--- src/rtl/fir_pkg.sv ---
// Shared FIR definitions: result/output widths, FIR state codes and the
// rescale-and-saturate helper used by the result buffer.
package fir_pkg;

    localparam int unsigned FIR_RESULT_W = 32;
    localparam int unsigned FIR_OUT_W    = 16;

    localparam logic [2:0] FIR_ST_RESET  = 3'd0;
    localparam logic [2:0] FIR_ST_FIRST  = 3'd1;
    localparam logic [2:0] FIR_ST_SECOND = 3'd2;
    localparam logic [2:0] FIR_ST_THIRD  = 3'd3;
    localparam logic [2:0] FIR_ST_OUTPUT = 3'd4;

    typedef struct packed {
        logic        sat;
        logic [63:0] data;
    } fir_scaled_t;

    // value must be sign-extended to 64 bits; out_w must be 1..63.
    function automatic fir_scaled_t fir_sat_scale(input logic signed [63:0] value,
                                                  input int unsigned shift,
                                                  input int unsigned out_w);
        logic signed [63:0] s;
        logic signed [63:0] max_v;
        logic signed [63:0] min_v;
        fir_scaled_t        r;
        s      = value >>> shift;
        max_v  = (64'sd1 <<< (out_w - 1)) - 64'sd1;
        min_v  = -(64'sd1 <<< (out_w - 1));
        r.sat  = 1'b0;
        r.data = s;
        if (s > max_v) begin
            r.sat  = 1'b1;
            r.data = max_v;
        end else if (s < min_v) begin
            r.sat  = 1'b1;
            r.data = min_v;
        end
        return r;
    endfunction

endpackage

--- src/rtl/fir_out_fifo.sv ---
// First-word-fall-through FIFO holding scaled FIR results.
// A write into a full FIFO is accepted only when a pop happens on the same edge.
module fir_out_fifo #(
    parameter int unsigned Depth = 8,
    parameter int unsigned Width = 17
) (
    input  logic                     clk_i,
    input  logic                     rst_ni,
    input  logic                     wr_i,
    input  logic [Width-1:0]         wdata_i,
    input  logic                     rd_i,
    output logic [Width-1:0]         rdata_o,
    output logic                     valid_o,
    output logic                     full_o,
    output logic [$clog2(Depth):0]   count_o
);
    localparam int unsigned AW = $clog2(Depth);
    localparam logic [AW:0] FullCount = (AW + 1)'(Depth);

    logic [Width-1:0] mem_q [Depth];
    logic [AW-1:0]    wptr_q, wptr_d;
    logic [AW-1:0]    rptr_q, rptr_d;
    logic [AW:0]      count_q, count_d;
    logic             do_wr, do_rd;

    assign valid_o = (count_q != '0);
    assign full_o  = (count_q == FullCount);
    assign count_o = count_q;
    assign do_rd   = rd_i & valid_o;
    assign do_wr   = wr_i & (~full_o | do_rd);
    assign rdata_o = valid_o ? mem_q[rptr_q] : '0;

    always_comb begin
        wptr_d  = wptr_q;
        rptr_d  = rptr_q;
        count_d = count_q;
        if (do_wr) wptr_d = wptr_q + 1'b1;
        if (do_rd) rptr_d = rptr_q + 1'b1;
        if (do_wr && !do_rd) count_d = count_q + 1'b1;
        if (!do_wr && do_rd) count_d = count_q - 1'b1;
    end

    always_ff @(posedge clk_i or negedge rst_ni) begin
        if (!rst_ni) begin
            wptr_q  <= '0;
            rptr_q  <= '0;
            count_q <= '0;
        end else begin
            wptr_q  <= wptr_d;
            rptr_q  <= rptr_d;
            count_q <= count_d;
        end
    end

    // Storage needs no reset: reads are masked while empty.
    always_ff @(posedge clk_i) begin
        if (do_wr) mem_q[wptr_q] <= wdata_i;
    end

endmodule

--- src/rtl/fir_result_buffer.sv ---
// Captures FIR results, rescales and saturates them, and buffers them for a
// valid/ready consumer; results arriving while the buffer is full are counted.
module fir_result_buffer
    import fir_pkg::*;
#(
    parameter int unsigned IN_W  = FIR_RESULT_W,
    parameter int unsigned OUT_W = FIR_OUT_W,
    parameter int unsigned SHIFT = 8,
    parameter int unsigned DEPTH = 8
) (
    input  logic                     clk_i,
    input  logic                     rst_ni,
    input  logic                     in_dv_i,
    input  logic [IN_W-1:0]          in_result_i,
    output logic                     out_valid_o,
    input  logic                     out_ready_i,
    output logic [OUT_W-1:0]         out_data_o,
    output logic                     out_sat_o,
    output logic [$clog2(DEPTH):0]   count_o,
    output logic [15:0]              ovf_cnt_o,
    input  logic                     clear_ovf_i
);
    fir_scaled_t      scaled;
    logic             s1_v_q;
    logic [OUT_W-1:0] s1_data_q;
    logic             s1_sat_q;
    logic [15:0]      ovf_cnt_q, ovf_cnt_d;
    logic             full, pop, drop;
    logic             unused_scaled_hi;

    always_comb scaled = fir_sat_scale(64'($signed(in_result_i)), SHIFT, OUT_W);
    assign unused_scaled_hi = ^scaled.data[63:OUT_W];

    always_ff @(posedge clk_i or negedge rst_ni) begin
        if (!rst_ni) begin
            s1_v_q    <= 1'b0;
            s1_data_q <= '0;
            s1_sat_q  <= 1'b0;
        end else begin
            s1_v_q <= in_dv_i;
            if (in_dv_i) begin
                s1_data_q <= scaled.data[OUT_W-1:0];
                s1_sat_q  <= scaled.sat;
            end
        end
    end

    assign pop  = out_valid_o & out_ready_i;
    assign drop = s1_v_q & full & ~pop;

    fir_out_fifo #(
        .Depth (DEPTH),
        .Width (OUT_W + 1)
    ) u_fifo (
        .clk_i   (clk_i),
        .rst_ni  (rst_ni),
        .wr_i    (s1_v_q),
        .wdata_i ({s1_sat_q, s1_data_q}),
        .rd_i    (pop),
        .rdata_o ({out_sat_o, out_data_o}),
        .valid_o (out_valid_o),
        .full_o  (full),
        .count_o (count_o)
    );

    // A clear coinciding with a drop still records that drop.
    always_comb begin
        ovf_cnt_d = ovf_cnt_q;
        if (clear_ovf_i) begin
            ovf_cnt_d = drop ? 16'd1 : 16'd0;
        end else if (drop && ovf_cnt_q != 16'hFFFF) begin
            ovf_cnt_d = ovf_cnt_q + 16'd1;
        end
    end

    always_ff @(posedge clk_i or negedge rst_ni) begin
        if (!rst_ni) ovf_cnt_q <= '0;
        else         ovf_cnt_q <= ovf_cnt_d;
    end

    assign ovf_cnt_o = ovf_cnt_q;

endmodule

--- config.mk ---
export PLATFORM = sky130hd
export DESIGN_NAME = fir_result_buffer
export DESIGN_NICKNAME = d
export VERILOG_FILES = /design/src/rtl/fir_pkg.sv /design/src/rtl/fir_out_fifo.sv /design/src/rtl/fir_result_buffer.sv
export SDC_FILE = /design/constraint.sdc
export NUM_CORES = 1
export LEC_CHECK = 0
export CORE_ASPECT_RATIO = 0.75
export CORE_UTILIZATION = 51
export DETAILED_ROUTE_END_ITERATION = 8
export PLACE_DENSITY = 0.73
export SLEW_MARGIN = 20
export SYNTH_ARGS = -nofsm -noshare
export SYNTH_HDL_FRONTEND = slang
export SYNTH_SLANG_ARGS = --single-unit
--- constraint.sdc ---
create_clock -name clk_i -period 2.5 [get_ports clk_i]
set_input_delay 0.5 -clock clk_i [delete_from_list [all_inputs] [get_ports clk_i]]
set_output_delay 0.5 -clock clk_i [all_outputs]
set_load 0.01 [all_outputs]
==> results of run 1 <==
-- cells in the mapped netlist, types with 2 or more instances --
master / count
nor3_1: 3
o21ai_0: 15
xnor2_1: 5
dfrtp_1: 44
inv_1: 21
mux2i_1: 18
nor2_1: 35
a21oi_1: 8
or3_1: 2
o21ai_1: 2
clkbuf_1: 13
nor2b_1: 7
nand3b_1: 2
nand4_4: 2
mux4_2: 34
o211ai_1: 15
inv_2: 2
ha_1: 6
or4_1: 2
mux2_1: 4
nand2_1: 15
o21a_1: 2
edfxtp_1: 136
o31ai_1: 3
nand3_1: 6
nand2b_1: 5
mux2_2: 5
and3_1: 2
nand4_2: 2
nand4_1: 5
xor2_1: 3
a211oi_1: 4
buf_2: 6
nor4_1: 5
-- per-stage QoR --
stage | total power [mW] | TNS, ns | hold WS (ns)
final | 9.94 | -0.368 | 0.103
after CTS | 10.1 | -0.753 | 0.111
after global routing | 10.4 | -1.67 | 0.132
after detailed placement | 7.20 | -0.0253 | 0.497
after global placement | 7.12 | 0 | 0.483
after floorplan | 5.75 | 0 | 0.204
-- layout make-up --
type / count / area share
Clock buffer: 17 / 0.0448
Clock inverter: 15 / 0.0177
Inverter: 23 / 0.00910
Multi-Input combinational cell: 235 / 0.234
Sequential cell: 180 / 0.547
Tap cell: 200 / 0.0264
Timing Repair Buffer: 115 / 0.121
-- routing by layer --
layer,part of all wire,GRT usage,vias to the layer above,routed length [um]
li1,-,-,2017,-
met1,0.45,0.312,2222,7060
met2,0.50,0.367,110,7930
met3,0.042,0.0512,16,667
met4,0.013,0.0707,0,199
met5,0,0,-,0
-- state kept, by name, indices dropped and copies added, names as in the netlist --
| signal | flops |
|---|---|
| s1_data_q | 16 |
| s1_v_q | 1 |
| u_fifo.rptr_q | 3 |
| u_fifo.count_o | 4 |
| u_fifo.wptr_q | 3 |
| u_fifo.mem_q | 136 |
| ovf_cnt_o | 16 |
| s1_sat_q | 1 |
-- what timing repair did --
item                                    CTS  global route
cloned                                    2             0
buffers inserted                         15             1
pin swaps                                 3             4
endpoints found under the setup margin   17            17
gates resized for setup                  83             3
-- cells by family after synthesis --
family	Yosys count	synth area share
xor+xnor	8	0.00929
mux	62	0.141
fa+ha+maj	6	0.00995
simple gates	102	0.0796
buf+inv	44	0.0234
flops	180	0.687
compound gates	57	0.0498
-- worst paths after layout --
| path | end | cells after the start | start |
|---|---|---|---|
| max | out_data_o[5] | 6 | u_fifo.rptr_q[0] |
| min | ovf_cnt_o[10] | 1 | rst_ni |
| max reg2reg | u_fifo.count_o[2] | 12 | u_fifo.count_o[1] |
| min reg2reg | ovf_cnt_o[6] | 1 | ovf_cnt_o[6] |
| max in group asynchronous | s1_data_q[13] | 2 | rst_ni |
| min in group clk_i | ovf_cnt_o[6] | 1 | ovf_cnt_o[6] |
-- power by group through the flow --
stage | clock (mW) | combinational (mW) | sequential, mW
after floorplan | 0 | 1.81 | 3.95
after global placement | 0 | 3.18 | 3.94
after detailed placement | 0 | 3.22 | 3.98
after CTS | 2.71 | 3.46 | 3.92
after global routing | 2.84 | 3.62 | 3.96
final | 2.67 | 3.35 | 3.92
-- placed cells by master (no fill, tap or decap), types with 15 or more instances in the layout --
cell / n
buf_2: 18
buf_4: 27
clkbuf_16: 17
clkdlybuf4s50_1: 48
dfrtp_1: 42
edfxtp_1: 136
inv_1: 21
mux4_2: 34
nand2_1: 15
nor2_1: 33
o211ai_1: 15
o21ai_0: 15
==> impl_metrics.tcl, run 1 <==
set metrics [dict create \
    status "finished with violations" \
    violations "setup timing" \
    gp_congestion 0.773 \
    rsz0062_at_grt "yes" \
    post_drt_wl_per_cell_um 20.2 \
    start_util 0.522 \
    synth-main-ff-cell "edfxtp_1" \
    worst_slew_pin_slew_ns 0.673 \
    worstPathArrival_ns 2.09 \
    first_pass_iters 4 \
    p_per_area_nw_per_um2 1050 \
    final_cells 785 \
    crit_type "reg -> out" \
    synth_edf_count 136 \
    drive_above_1_share 0.277 \
    dr.first_iter.drc_count 322 \
    h-tree-depth 4 \
    antenna_found_initial 0 \
    fin_util 0.656 \
    final_area_sq_um 9490 \
    wl_mm 15.9 \
    ant_nets 0 \
    cts.sink_count 180 \
    fp.dieArea_sq_um 15300 \
    yosys.area.top_type_share 0.541 \
    pwr-share-clk 0.268 \
    dp_slack_ns -0.0232 \
    yosysUniqueCellTypes 54 \
    overflow 0 \
    p_comb_frac 0.337 \
    hp-class "in -> async" \
    grt_pass1_wl_mm 24.7 \
    cp-end-kind "primary output" \
    syn_nets 502 \
    switching_share 0.300 \
    antenna_cells 0 \
    die_width_um 142 \
    fmax_mhz 386 \
    synth_seq_cells 180 \
    grt_max_degree 33 \
    die_y_um 107 \
    ctsRootBufferMaster "clkbuf_16" \
    vias_per_cell 5.56 \
    crit_family "multiplexers" \
    multi_input_area_sq_um 2220 \
    async_reset_ff_frac 0.244 \
    cts_made_buffers 17 \
    clkSlewWorstSetupHoldPaths_ns 0.07 \
    syn_to_final_growth_pct 25.7 \
    placementRows 38 \
    path_cells "buf_12 -> buf_6 -> mux4_2 -> mux2i_2 -> nor2_1 -> buf_2" \
    avgSynthCellArea_sq_um 16.4 \
    tritoncts "yes" \
    cpPeakStageDelay_ns 0.52 \
    yosys_warnings 0 \
    intPower_mw 6.96 \
    port_buffers 66 \
    worst_slack_ns -0.0911 \
    maxSlewHeadroom 0.551 \
    cts_hold_buf 0 \
    path_buf_inv 3 \
    core_sq_um 14500 \
    maxCapViolCount 0 \
    dp_cells 739 \
    dr_total_vias 4365 \
    p_leak_nw 3.49 \
    mappedNetlistArea_sq_um 7540 \
    grt_usage 0.228 \
    yosys-top-cells-area "edfxtp_1, dfrtp_1, mux4_2, mux2i_1, nor2_1" \
    irDropWorstVdd_uv 650 \
    seq_power_share 0.395 \
    skew_ns 0.0111 \
    finalCritPeriodShare 1.04 \
    postPlaceCellArea_sq_um 8770 \
    post-route-drc-count 0 \
    regArea_sq_um 5190 \
    cp_data_required_time_ns 2.00 \
    finalHoldViolCount 0 \
    maxSlewViolCount 0 \
    post-route-min-period_ns 2.59 \
    nNetsFinal 615 \
    clk_latency_ns 0.42 \
    crit_path_start_kind "flip-flop" \
    p_switching_mw 2.99 \
    cts_buffer_depth 2 \
    setup_viol 8 \
    grt_pass1_vias 4397 \
    crit_fanout 6 \
    hpwl_mm 9.68 \
    yosysSeqAreaShare 0.687 \
    critPathSlowestCell "mux4_2" \
    io_pins 75 \
    synth_top_area_cell "edfxtp_1" \
    filler_cell_count 1017 \
    r2r_setup_slack_ns 0.15 \
    synth_cells 459 \
]
No activity file was read; power rests on OpenSTA's default activity.
==> run 2, diff against run 1 <==
--- a/config.mk
+++ b/config.mk
@@ -6,6 +6,7 @@
 export NUM_CORES = 1
 export LEC_CHECK = 0
 export CORE_ASPECT_RATIO = 0.75
+export CORE_MARGIN = 2
 export CORE_UTILIZATION = 51
 export DETAILED_ROUTE_END_ITERATION = 8
 export PLACE_DENSITY = 0.73
==> run 2 against run 1 <==
The flow still finishes with violations (setup timing). Hold slack improved by 0.37 ns. Cell area increased by 0.44%. Sequential share of layout area decreased by 0.24 points. Critical path depth unchanged. Largest cell class unchanged. Largest power group unchanged.
==> impl_metrics.tcl, run 2 (synthesis results as in run 1) <==
set metrics [dict create \
    dr.first_iter.drc_count 510 \
    violations "setup timing" \
    maxCapViolCount 0 \
    mostFrequentLayoutCells "edfxtp_1, clkdlybuf4s50_1, dfrtp_1" \
    cts.sink_count 180 \
    hpwl_mm 9.58 \
    antenna_cells 0 \
    setup_viol 6 \
    gp_congestion 0.772 \
    grt_usage 0.226 \
    io_pins 75 \
    grt_max_degree 35 \
    clkSlewWorstSetupHoldPaths_ns 0.07 \
    overflow 0 \
    whs_ns 0.472 \
    final_area_sq_um 9530 \
    dp_slack_ns -0.0205 \
    dp_cells 736 \
    placementRows 38 \
    antenna_found_initial 0 \
    worst_slew_pin_slew_ns 0.488 \
    fmax_mhz 390 \
    maxSlewViolCount 0 \
    p_per_area_nw_per_um2 1060 \
    skew_ns 0.00774 \
    dr_total_vias 4488 \
    finalCritPeriodShare 1.03 \
    wl_mm 16.6 \
    syn_to_final_growth_pct 26.3 \
    nNetsFinal 613 \
    start_util 0.522 \
    post-route-min-period_ns 2.56 \
    grt_pass1_vias 4548 \
    r2r-start "u_fifo.count_o[1]" \
    h-tree-depth 4 \
    reg2regPathDepth 12 \
    clk_latency_ns 0.42 \
    largest-register "u_fifo.mem_q" \
    r2r_setup_slack_ns 0.16 \
    cts_made_buffers 17 \
    irDropWorstVdd_uv 567 \
    finalHoldViolCount 0 \
    die_width_um 144 \
    port_buffers 66 \
    finalSetupTns_ns -0.193 \
    crit_fanout 5 \
    fin_util 0.659 \
    vias_per_cell 5.73 \
    worstPathArrival_ns 2.06 \
    r2r-end "u_fifo.count_o[2]" \
    rsz0062_at_grt "yes" \
    postPlaceCellArea_sq_um 8780 \
    post-route-drc-count 0 \
    ctsRootBufferMaster "clkbuf_16" \
    cp_data_required_time_ns 2.00 \
    maxSlewHeadroom 0.672 \
    crit_path_start_kind "flip-flop" \
    p_leak_nw 3.49 \
    tritoncts "yes" \
    hp-class "in -> async" \
    p_total_mw 10.1 \
    core_sq_um 14500 \
    cp-end-kind "primary output" \
    cts_buffer_depth 2 \
    final_cells 783 \
    worst_slack_ns -0.0630 \
    status "finished with violations" \
    final_common_cell "edfxtp_1" \
    largest_reg_flops 136 \
    first_pass_iters 4 \
    crit_type "reg -> out" \
    grt_pass1_wl_mm 25.4 \
    ant_nets 0 \
    fp.dieArea_sq_um 15800 \
    die_y_um 109 \
    post_drt_wl_per_cell_um 21.2 \
    drive_above_1_share 0.268 \
]
[run 2: what timing repair did]
action | 4_1_cts | 5_1_grt
endpoints found under the hold margin | 10 | 0
pin swaps | 2 | 7
endpoints found under the setup margin | 17 | 18
hold buffers | 1 | 0
resized for setup | 71 | 17
setup buffers | 10 | 5
gates cloned | 3 | 0
[run 2: cell type report]
| class | instances | area (sq um) |
|---|---|---|
| Sequential cell | 180 | 5190 |
| Multi-Input combinational cell | 235 | 2220 |
| Timing Repair Buffer | 113 | 1170 |
| Inverter | 23 | 86.3 |
| Clock buffer | 17 | 425 |
| Clock inverter | 15 | 189 |
| Fill cell | 1056 | 4930 |
| Tap cell | 200 | 250 |
[run 2: worst max-delay path by stage]
| stage | start | end | slack [ns] | depth (start not counted) |
|---|---|---|---|---|
| final | u_fifo.rptr_q[0] | out_data_o[12] | -0.06 | 6 |
| after global routing | u_fifo.rptr_q[0] | out_data_o[12] | -0.14 | 6 |
| after CTS | u_fifo.rptr_q[0] | out_data_o[5] | -0.10 | 7 |
| after detailed placement | out_ready_i | ovf_cnt_o[12] | -0.02 | 6 |
| after global placement | out_ready_i | ovf_cnt_o[12] | 0.05 | 6 |
| after floorplan | u_fifo.count_o[0] | u_fifo.count_o[2] | 0.01 | 12 |
[run 2: per-layer routing]
metal | vias up | GRT usage | part of all wire
li1 | 2020 | - | -
met1 | 2288 | 0.302 | 0.41
met2 | 158 | 0.361 | 0.50
met3 | 22 | 0.0536 | 0.071
met4 | 0 | 0.0950 | 0.022
met5 | - | 0 | 0
[run 2: critical path, cell delays in order, from the launching register on]
cell and delay, ns:
dfrtp_2 0.39, buf_6 0.13, buf_12 0.13, mux4_2 0.55, mux2i_2 0.22, nor2_2 0.08, buf_2 0.14
[run 2: report_power, final]
| group | internal (mW) | switching, mW | leakage, nW |
|---|---|---|---|
| sequential | 3.69 | 0.217 | 1.81 |
| clock | 1.66 | 1.09 | 0.289 |
| combinational | 1.81 | 1.65 | 1.39 |
==> run 3, diff against run 2 <==
--- a/config.mk
+++ b/config.mk
@@ -7,9 +7,9 @@
 export LEC_CHECK = 0
 export CORE_ASPECT_RATIO = 0.75
 export CORE_MARGIN = 2
-export CORE_UTILIZATION = 51
+export CORE_UTILIZATION = 61
 export DETAILED_ROUTE_END_ITERATION = 8
-export PLACE_DENSITY = 0.73
+export PLACE_DENSITY = 0.83
 export SLEW_MARGIN = 20
 export SYNTH_ARGS = -nofsm -noshare
 export SYNTH_HDL_FRONTEND = slang
==> constraint.sdc (replaced) <==
create_clock -name clk_i -period 3.3 [get_ports clk_i]
set_input_delay 0.66 -clock clk_i [delete_from_list [all_inputs] [get_ports clk_i]]
set_output_delay 0.66 -clock clk_i [all_outputs]
set_load 0.01 [all_outputs]
==> run 3 against run 2 <==
The flow now finishes without violations. Core utilization rose by 8.5 points. Worst setup slack improved by 0.22 ns. Clock power fell by 31%. Critical path depth fell by 1. Cell count fell by 7.9%. Global-route usage rose by 2.2 points. Critical path type unchanged.
==> impl_metrics.tcl, run 3 (synthesis results as in run 1) <==
set metrics [dict create \
    p_leak_nw 3.28 \
    crit_fanout 34 \
    mostFrequentLayoutCells "edfxtp_1, clkdlybuf4s50_1, dfrtp_1" \
    dr_total_vias 4381 \
    post-route-min-period_ns 3.14 \
    post_drt_wl_per_cell_um 21.4 \
    overflow 0 \
    hp-class "in -> async" \
    syn_to_final_growth_pct 20.1 \
    switching_share 0.304 \
    antenna_found_initial 0 \
    hpwl_mm 9.44 \
    placementRows 35 \
    wl_mm 15.5 \
    clk_latency_ns 0.43 \
    fmax_mhz 318 \
    grt_max_degree 35 \
    pwr-share-clk 0.266 \
    die_width_um 132 \
    gp_congestion 0.839 \
    final_area_sq_um 9060 \
    rsz0062_at_grt "no" \
    busiest_layer "met2" \
    cp-end-kind "primary output" \
    crit_type "reg -> out" \
    port_buffers 66 \
    ant_nets 0 \
    tritoncts "yes" \
    dr.first_iter.drc_count 365 \
    vias_per_cell 6.08 \
    clkSlewWorstSetupHoldPaths_ns 0.07 \
    antenna_cells 0 \
    post-route-drc-count 0 \
    p_total_mw 7.14 \
    seq_power_share 0.421 \
    postPlaceCellArea_sq_um 8500 \
    grt_pass1_wl_mm 23.8 \
    cts_post_setup_buffers_inserted 0 \
    drive_above_1_share 0.195 \
    cts_resized 0 \
    ctsRootBufferMaster "clkbuf_16" \
    largest-register "u_fifo.mem_q" \
    whs_ns 0.283 \
    grt_usage 0.247 \
    io_pins 75 \
    final_common_cell "edfxtp_1" \
    cts_buffer_depth 2 \
    fp.dieArea_sq_um 13300 \
    use_met2 0.427 \
    grt_pass1_vias 4424 \
    finalCritPeriodShare 0.952 \
    p_per_area_nw_per_um2 788 \
    irDropWorstVdd_uv 481 \
    maxCapViolCount 0 \
    finalHoldViolCount 0 \
    cp_data_required_time_ns 2.64 \
    setup_viol 0 \
    h-tree-depth 4 \
    nNetsFinal 585 \
    worst_slew_pin_slew_ns 0.996 \
    cts.sink_count 180 \
    intPower_mw 4.97 \
    met3_usage 0.0556 \
    maxSlewHeadroom 0.334 \
    finalSetupTns_ns 0 \
    grtUsageMet1 0.306 \
    core_sq_um 12200 \
    skew_ns 0.00720 \
    p_comb_frac 0.313 \
    crit_path_start_kind "flip-flop" \
    cts_made_buffers 17 \
    largest_reg_flops 136 \
    p_switching_mw 2.17 \
    maxSlewViolCount 0 \
    die_y_um 100 \
    cts_hold_buf 0 \
    start_util 0.620 \
    first_pass_iters 4 \
    worstPathArrival_ns 2.48 \
    status "completed" \
]
==> run 3: cell types whose count changed in the layout (fill, tap and decap cells not counted), moves of 4 or more <==
cell             before  now
buf_12               15    2
buf_2                16    1
buf_4                23   17
buf_6                 5    0
bufinv_16             4    0
clkdlybuf4s50_1      48   65
inv_6                 0    5
mux2i_1              14   18
==> run 3: final timing paths <==
kind                                    from                end  slack, ns  cells past startpoint
min                                   rst_ni       ovf_cnt_o[7]       0.28                      1
max reg2reg                u_fifo.count_o[1]  u_fifo.count_o[2]       0.76                     10
min in group clk_i              ovf_cnt_o[6]       ovf_cnt_o[6]       0.51                      1
max                         u_fifo.rptr_q[0]     out_data_o[13]       0.16                      5
min reg2reg                     ovf_cnt_o[6]       ovf_cnt_o[6]       0.51                      1
max in group asynchronous             rst_ni       s1_data_q[1]       2.28                      2
==> run 3: worst max-delay path, cell delays in order, from the launching register on <==
cell             delay, ns
dfrtp_2               0.41
buf_12                0.28
mux4_2                0.56
mux2i_1               0.23
nor2_1                0.07
clkdlybuf4s50_1       0.49
==> run 3: area by class of cell <==
type | count | area (sq um)
Clock inverter | 15 | 139
Multi-Input combinational cell | 235 | 2190
Sequential cell | 180 | 5190
Tap cell | 166 | 208
Clock buffer | 17 | 425
Fill cell | 723 | 3110
Inverter | 23 | 86.3
Timing Repair Buffer | 85 | 823
==> run 3: power groups by stage <==
stage	registers [mW]	logic (mW)	clock network, mW
after global placement	3.01	2.19	0
after global routing	3.04	2.40	2.01
after CTS	3.00	2.26	1.93
after floorplan	2.99	1.37	0
after detailed placement	3.05	2.24	0
final	3.00	2.24	1.90
==> run 3: per-stage QoR <==
stage / setup slack [ns] / cells / utilization
after floorplan: 0.640 / 459 / -
after global placement: 0.483 / 689 / 0.698
after detailed placement: 0.423 / 689 / 0.698
after CTS: 0.125 / 721 / 0.744
after global routing: 0.0311 / 721 / 0.744
final: 0.157 / 721 / 0.744
==> run 3: per-layer routing <==
metal  part of all wire  vias up
li1                   -     1947
met2               0.53      153
met4              0.024        0
met1               0.40     2249
met3              0.050       32
met5                  0        -
